--- config.mk ---
export PLATFORM = sky130hd
export DESIGN_NAME = seq_divider
export DESIGN_NICKNAME = d
export VERILOG_FILES = /design/src/rtl/seq_divider.sv
export SDC_FILE = /design/constraint.sdc
export NUM_CORES = 1
export LEC_CHECK = 0
export CAP_MARGIN = 20
export CORE_ASPECT_RATIO = 0.75
export CORE_UTILIZATION = 41
export CTS_BUF_LIST = sky130_fd_sc_hd__clkbuf_16
export DETAILED_ROUTE_END_ITERATION = 6
export DONT_BUFFER_PORTS = 1
export GPL_ROUTABILITY_DRIVEN = 0
export PLACE_DENSITY = 0.59
export SLEW_MARGIN = 20
export SYNTH_ARGS = -nofsm -noshare
export SYNTH_HDL_FRONTEND = slang
export SYNTH_SLANG_ARGS = --single-unit
--- constraint.sdc ---
create_clock -name clk -period 2.7 [get_ports clk]
set_input_delay 0.135 -clock clk [delete_from_list [all_inputs] [get_ports clk]]
set_output_delay 0.135 -clock clk [all_outputs]
set_load 0.01 [all_outputs]
--- src/rtl/seq_divider.sv ---
// rtl/seq_divider.sv - restoring shift-subtract divider, one quotient bit per clock
// Optional two's-complement mode when SIGNED_DIV_EN is defined (adds is_signed input).
module seq_divider #(
    parameter int WIDTH = 32,
    parameter int CNT_W = 6
) (
    input  logic             clk,
    input  logic             rst,
    input  logic             start,
`ifdef SIGNED_DIV_EN
    input  logic             is_signed,
`endif
    input  logic [WIDTH-1:0] dividend,
    input  logic [WIDTH-1:0] divisor,
    output logic             busy,
    output logic             done,
    output logic [WIDTH-1:0] quotient,
    output logic [WIDTH-1:0] remainder,
    output logic             div_by_zero
);

    typedef enum logic [1:0] {IDLE, RUN, DONE} state_t;

    state_t             state_q, state_d;
    logic [CNT_W-1:0]   cnt_q, cnt_d;
    logic [WIDTH-1:0]   q_q, q_d;
    logic [WIDTH-1:0]   d_q, d_d;
    logic [WIDTH-1:0]   r_q, r_d;
    logic [WIDTH-1:0]   quo_q, quo_d;
    logic [WIDTH-1:0]   rem_q, rem_d;
    logic               dbz_q, dbz_d;

    logic [WIDTH:0]     shifted_r;
    logic [WIDTH:0]     diff;
    logic [WIDTH-1:0]   iter_r;
    logic [WIDTH-1:0]   iter_q;
    logic [WIDTH-1:0]   dvd_mag;
    logic [WIDTH-1:0]   dvs_mag;
    logic [WIDTH-1:0]   quo_fin;
    logic [WIDTH-1:0]   rem_fin;

    // One restoring step: shift {R,Q} left, trial-subtract D, keep the result if non-negative.
    assign shifted_r = {r_q, q_q[WIDTH-1]};
    assign diff      = shifted_r - {1'b0, d_q};
    assign iter_r    = diff[WIDTH] ? shifted_r[WIDTH-1:0] : diff[WIDTH-1:0];
    assign iter_q    = {q_q[WIDTH-2:0], ~diff[WIDTH]};

`ifdef SIGNED_DIV_EN
    logic qneg_q, qneg_d;
    logic rneg_q, rneg_d;
    logic dvd_neg, dvs_neg;

    assign dvd_neg = is_signed & dividend[WIDTH-1];
    assign dvs_neg = is_signed & divisor[WIDTH-1];
    assign dvd_mag = dvd_neg ? (~dividend + 1'b1) : dividend;
    assign dvs_mag = dvs_neg ? (~divisor + 1'b1) : divisor;
    assign quo_fin = qneg_q ? (~iter_q + 1'b1) : iter_q;
    assign rem_fin = rneg_q ? (~iter_r + 1'b1) : iter_r;

    always_ff @(posedge clk) begin
        if (rst) begin
            qneg_q <= 1'b0;
            rneg_q <= 1'b0;
        end else begin
            qneg_q <= qneg_d;
            rneg_q <= rneg_d;
        end
    end

    always_comb begin
        qneg_d = qneg_q;
        rneg_d = rneg_q;
        if (state_q == IDLE && start) begin
            qneg_d = dvd_neg ^ dvs_neg;
            rneg_d = dvd_neg;
        end
    end
`else
    assign dvd_mag = dividend;
    assign dvs_mag = divisor;
    assign quo_fin = iter_q;
    assign rem_fin = iter_r;
`endif

    always_ff @(posedge clk) begin
        if (rst) begin
            state_q <= IDLE;
            cnt_q   <= '0;
            q_q     <= '0;
            d_q     <= '0;
            r_q     <= '0;
            quo_q   <= '0;
            rem_q   <= '0;
            dbz_q   <= 1'b0;
        end else begin
            state_q <= state_d;
            cnt_q   <= cnt_d;
            q_q     <= q_d;
            d_q     <= d_d;
            r_q     <= r_d;
            quo_q   <= quo_d;
            rem_q   <= rem_d;
            dbz_q   <= dbz_d;
        end
    end

    always_comb begin
        state_d = state_q;
        cnt_d   = cnt_q;
        q_d     = q_q;
        d_d     = d_q;
        r_d     = r_q;
        quo_d   = quo_q;
        rem_d   = rem_q;
        dbz_d   = dbz_q;
        case (state_q)
            IDLE: begin
                if (start) begin
                    q_d   = dvd_mag;
                    d_d   = dvs_mag;
                    r_d   = '0;
                    cnt_d = '0;
                    dbz_d = 1'b0;
                    if (divisor == '0) begin
                        // Zero divisor skips the iterations; results come straight from the raw operand.
                        state_d = DONE;
                        quo_d   = '1;
                        rem_d   = dividend;
                        dbz_d   = 1'b1;
                    end else begin
                        state_d = RUN;
                    end
                end
            end
            RUN: begin
                r_d   = iter_r;
                q_d   = iter_q;
                cnt_d = cnt_q + CNT_W'(1);
                if (cnt_q == CNT_W'(WIDTH - 1)) begin
                    state_d = DONE;
                    quo_d   = quo_fin;
                    rem_d   = rem_fin;
                end
            end
            DONE: begin
                state_d = IDLE;
            end
            default: begin
                state_d = IDLE;
            end
        endcase
    end

    assign busy        = (state_q != IDLE);
    assign done        = (state_q == DONE);
    assign quotient    = quo_q;
    assign remainder   = rem_q;
    assign div_by_zero = dbz_q;

endmodule

[After elaboration in Yosys (flattened, before gate mapping)]
Index checks and enable logic that the tools add are counted.
Cells by class
  $add $sub $neg: 2
  equal/unequal tests: 6
  multiplexer cells: 20
  bitwise logic cells: 1
  reductions and logical operators: 8
Operator list (count)
  32-bit two-way mux: 9
  32-bit case mux with 2 select lines: 4
  33-bit by 32-bit subtractor with 33-bit output: 1
  32-bit logical NOT: 1
  6-bit case mux with 2 select lines: 1
  6-bit by 1-bit adder with 6-bit output, second input constant: 1
  6-bit by 5-bit equality test with 1-bit output, second input constant: 1
  2-bit two-way mux: 3
  6-bit two-way mux: 1
  2-bit inequality test, second input constant: 3
  2-bit AND reduction: 3
  2-bit case mux with 2 select lines: 1
  4-bit AND reduction: 1
  2-bit nonzero test: 2
  2-bit by 1-bit equality test with 1-bit output, second input constant: 1
  2-bit equality test, second input constant: 1
  2-bit logical NOT: 1
  1-bit two-way mux: 1
  1-bit NOT: 1
Word-level totals
  flip-flop bits (word level): 169
  bits of input ports: 67
  output and inout bits: 67
  word-level logic and storage cells: 45

[Longest topological paths before layout]
  depth after elaboration: 4
  gate-level depth with buffers: 14
  depth with buffers taken out: 12

[Worst setup path after synthesis]
Ideal clock, no wire load.
  path kind: flip-flop to flip-flop
  start: register d_q[11]
  end: register rem_q[22] (netlist: remainder[22])
  library setup time: 134 ps
  arrival time: 2580 ps
  data required time: 2566 ps
  path slack: -14 ps
  cell stages (with the launch flop): 15
  path buffers: 4
  clock period less this slack: 2714 ps
  cells stage by stage: dfxtp_1 -> inv_1 -> ha_1 -> buf_6 -> a21oi_2 -> o21ai_2 -> a311oi_4 -> o211ai_2 -> a311o_1 -> o211a_1 -> buf_6 -> buf_6 -> buf_6 -> a31oi_1 -> a211oi_1
On the way
  word-level cells in the longest chain between the ends: 4
Ends and longest elaborated chain
  start, declared: RTL line 27  | logic [WIDTH-1:0] d_q, d_d;
  start signal, assigned: RTL line 90  | d_q <= '0;
  start signal, assigned: RTL line 99  | d_q <= d_d;
  33-bit by 32-bit subtractor with 33-bit output: RTL line 44  | assign diff = shifted_r - {1'b0, d_q};
  32-bit two-way mux: RTL line 45  | assign iter_r = diff[WIDTH] ? shifted_r[WIDTH-1:0] : diff[WIDTH-1:0];
  32-bit two-way mux: RTL line 139  | if (cnt_q == CNT_W'(WIDTH - 1)) begin
  32-bit case mux with 2 select lines: RTL line 116  | case (state_q)
  end signal, assigned: RTL line 102  | rem_q <= rem_d;
  end, declared: RTL line 30  | logic [WIDTH-1:0] rem_q, rem_d;
Every way passes these cells. The select of a mux whose other input is x is not followed.
A chain may end at the register's enable or synchronous reset.

[Worst setup path after layout]
  start: register d_q[14]
  end: register rem_q[31] (netlist: remainder[31])
The elaborated chain is that of the path after synthesis.

==> qor.yml <==
status: "finished with violations"
violations: "negative setup slack"
vias_per_cell: 5.53
p_sw_share_pct: 41.4
pwr-share-comb_pct: 68.4
h-tree-depth: 4
fin_crit_sh_pct: 101
power.density_nw_per_um2: 1480
crit_slowest_cell: "a2111oi_2"
cts_tree: "built"
synth_area_um2: 8690
max_slew_margin_pct: 36.9
p_int_mw: 10.1
power_frac_seq_pct: 17.5
p_sw_mw: 7.17
worstPathRequired_ns: 3.04
crit_chain: "inv_2, ha_4, buf_6, buf_6, nand4_1, or3_1, o211ai_1, nand2_2, o21ai_2, xor2_2, mux2i_4, a2111oi_2"
initial_core_util_pct: 42.4
path_delay_family: "compound AO/OA/AOI/OAI gates"
wl_per_cell_um: 18.1
arrival_ns: 3.06
holdPathEnd: "remainder[30]"
reg2regPathDepth: 12
avgSynthCellArea_um2: 7.94
setup_tns_ns: -0.0272
hold_class: "primary input to register"
diodes: 0
io_pins: 134
yosysUniqueCellTypes: 63
synthArstFlopShare_pct: 0
cts_root_buf: "clkbuf_16"
dieArea_um2: 21800
core-area_um2: 20500
numPortBuffers: 0
final_cell_mix: "nand2_1 (203), dfxtp_1 (159), buf_4 (117)"
die_w_um: 170
synth-edff-count: 0
period_needed_ns: 2.72
nNetsFinal: 1326
fin_skew_ns: 0.00931
synth_seq_cells: 169
synthCells: 1095
synth-compound-area-share_pct: 23.6
whs_path_depth: 3
r2r_start: "d_q[14]"
insertion_delay_ns: 0.44
grt_start_max_net_pins: 123
slowest_delay_ns: 0.34
cts.clk_slew.worst_paths_ns: 0.07
r2r_slack_ns: -0.02
drv_cap: 0
crit_buf_inv: 3
clock_path_buffers: 2
power_mw: 17.3
rows: 45
synthAdderAreaFrac_pct: 4.98
p_clk_share_pct: 14.1
cp_common_cell: "buf_6"
setup_viol: 2
synth_top_family_by_area: "compound AO/OA/AOI/OAI gates"
grt_pass1_vias: 8040
vias: 8412
synth_mux_area_share_pct: 2.89
synth_flop_cell: "dfxtp_1"
syn-num-nets: 1196
die_h_um: 128
hp-start: "dividend[30]"
synth_xor_area_share_pct: 3.22
dpl.hpwl_um: 18700
final_common_cell: "nand2_1"
p_leak_nw: 4.41
end_kind: "register"
grt_remaining_overflow: 0
drt_iter0_markers: 642
track_usage_pct: 25.2
ir_drop_mv: 1.07
critPathLaunchType: "register"
yosys.area_share.simple_pct: 20.1
worstSetupPathType: "register to register"
cp_max_fo: 3
postRouteAntennaNets: 0
hold_viol: 0
yosys_warnings: 0
drv_slew: 0
rsz0062_at_grt: "yes"
worstMarginPinSlew_ns: 0.945
dr.pass1.iters: 5
drive_gt1_share_pct: 22.5
setup_slack_ns: -0.0180
wl_um: 27400
fmax_mhz: 368
area_growth_syn_to_layout_pct: 34.5
cts.sinks: 169
rr_endpoint: "remainder[31]"
drc: 0
grt_first_pass_wirelength_um: 42700
antenna_found_initial: 0
cts_buffers: 17
ys_seq_area_share_pct: 38.9
## worst register-to-register path, cell delays in order, from the launching register on
cell       delay, ns
dfxtp_2         0.33
inv_2           0.04
ha_4            0.28
buf_6           0.11
buf_6           0.09
nand4_1         0.10
or3_1           0.33
o211ai_1        0.31
nand2_2         0.14
o21ai_2         0.20
xor2_2          0.22
mux2i_4         0.11
a2111oi_2       0.34
## final cells by class
| cell class | count | area [µm²] |
|---|---|---|
| Sequential cell | 169 | 3400 |
| Timing Repair Buffer | 196 | 1750 |
| Inverter | 45 | 169 |
| Tap cell | 282 | 353 |
| Clock buffer | 17 | 425 |
| Multi-Input combinational cell | 796 | 5440 |
| Clock inverter | 15 | 150 |
| Fill cell | 1939 | 8810 |
## cells in the mapped netlist, drive strengths merged, types with 7 or more instances
| cell type | number | area (µm²) |
|---|---|---|
| nand2 | 207 | 777 |
| dfxtp | 169 | 3380 |
| nor2 | 94 | 353 |
| a21oi | 88 | 444 |
| clkbuf | 65 | 244 |
| o21ai | 63 | 319 |
| inv | 45 | 169 |
| a211oi | 38 | 285 |
| a311oi | 33 | 313 |
| ha | 33 | 413 |
| mux2i | 24 | 240 |
| a31oi | 21 | 131 |
| buf | 20 | 129 |
| nand4 | 19 | 119 |
| and4 | 18 | 158 |
| xnor2 | 18 | 158 |
| xor2 | 14 | 123 |
| a21o | 13 | 97.6 |
| nor3 | 13 | 65.1 |
| nor4 | 10 | 62.6 |
| o211ai | 10 | 80.1 |
| nand2b | 9 | 56.3 |
| nand3 | 7 | 35.0 |
| o21bai | 7 | 52.6 |
## power by group through the flow
stage,Sequential (mW),Clock (mW),Combinational (mW)
2_1_floorplan,2.96,0,5.56
3_3_place_gp,3.02,0,8.42
5_1_grt,3.06,2.60,12.6
4_1_cts,2.99,2.48,9.85
6_report,3.03,2.45,11.8
3_5_place_dp,3.03,0,8.44
## through the flow
stage	cells	util, %	cell area, µm²	hold slack (ns)	setup slack (ns)
floorplan	1095	-	8690	0.271	0.00215
global placement	1402	46.7	9570	0.216	-0.246
detailed placement	1402	46.7	9570	0.218	-0.276
CTS	1505	54.6	11200	0.000325	0.00000289
global route	1520	57.0	11700	0.000957	-0.167
finish	1520	57.0	11700	0.0139	-0.0180
## cell families after synthesis
logic type                 Yosys count
muxes                               25
and+or+nand+nor                    395
AOI/OAI and AO/OA                  310
xor gates and xnor gates            32
adders and majority gates           34
DFF                                169
buffers and inverters              130
## how the worst max path moves through the flow
stage / startpoint / endpoint / depth (start not counted)
6_report: d_q[14] / remainder[31] / 12
4_1_cts: d_q[12] / remainder[10] / 11
2_1_floorplan: d_q[11] / remainder[22] / 14
5_1_grt: d_q[3] / remainder[10] / 12
3_5_place_dp: d_q[14] / remainder[10] / 12
3_3_place_gp: q_q[31] / remainder[11] / 13
## timing repair
item | CTS | global route
hold buffers | 65 | 1
setup buffers | 6 | 16
pin swaps | 29 | 41
endpoints found under the hold margin | 142 | 1
setup endpoints to repair | 62 | 58
resized for setup | 63 | 90
## registers in the layout, summed over array words and instances, names as in the netlist
name,cells
state_q,2
remainder,32
cnt_q,6
div_by_zero,1
quotient,32
r_q,32
d_q,32
q_q,32
## layer usage
| metal | wire [µm] | GRT usage [%] | vias to the layer above |
|---|---|---|---|
| met5 | 0 | 0 | - |
| li1 | - | - | 4168 |
| met1 | 12800 | 34.2 | 3998 |
| met4 | 378 | 6.04 | 0 |
| met3 | 1760 | 6.67 | 30 |
| met2 | 12500 | 39.8 | 216 |
Note: power is estimated with default switching activity, not from simulation.
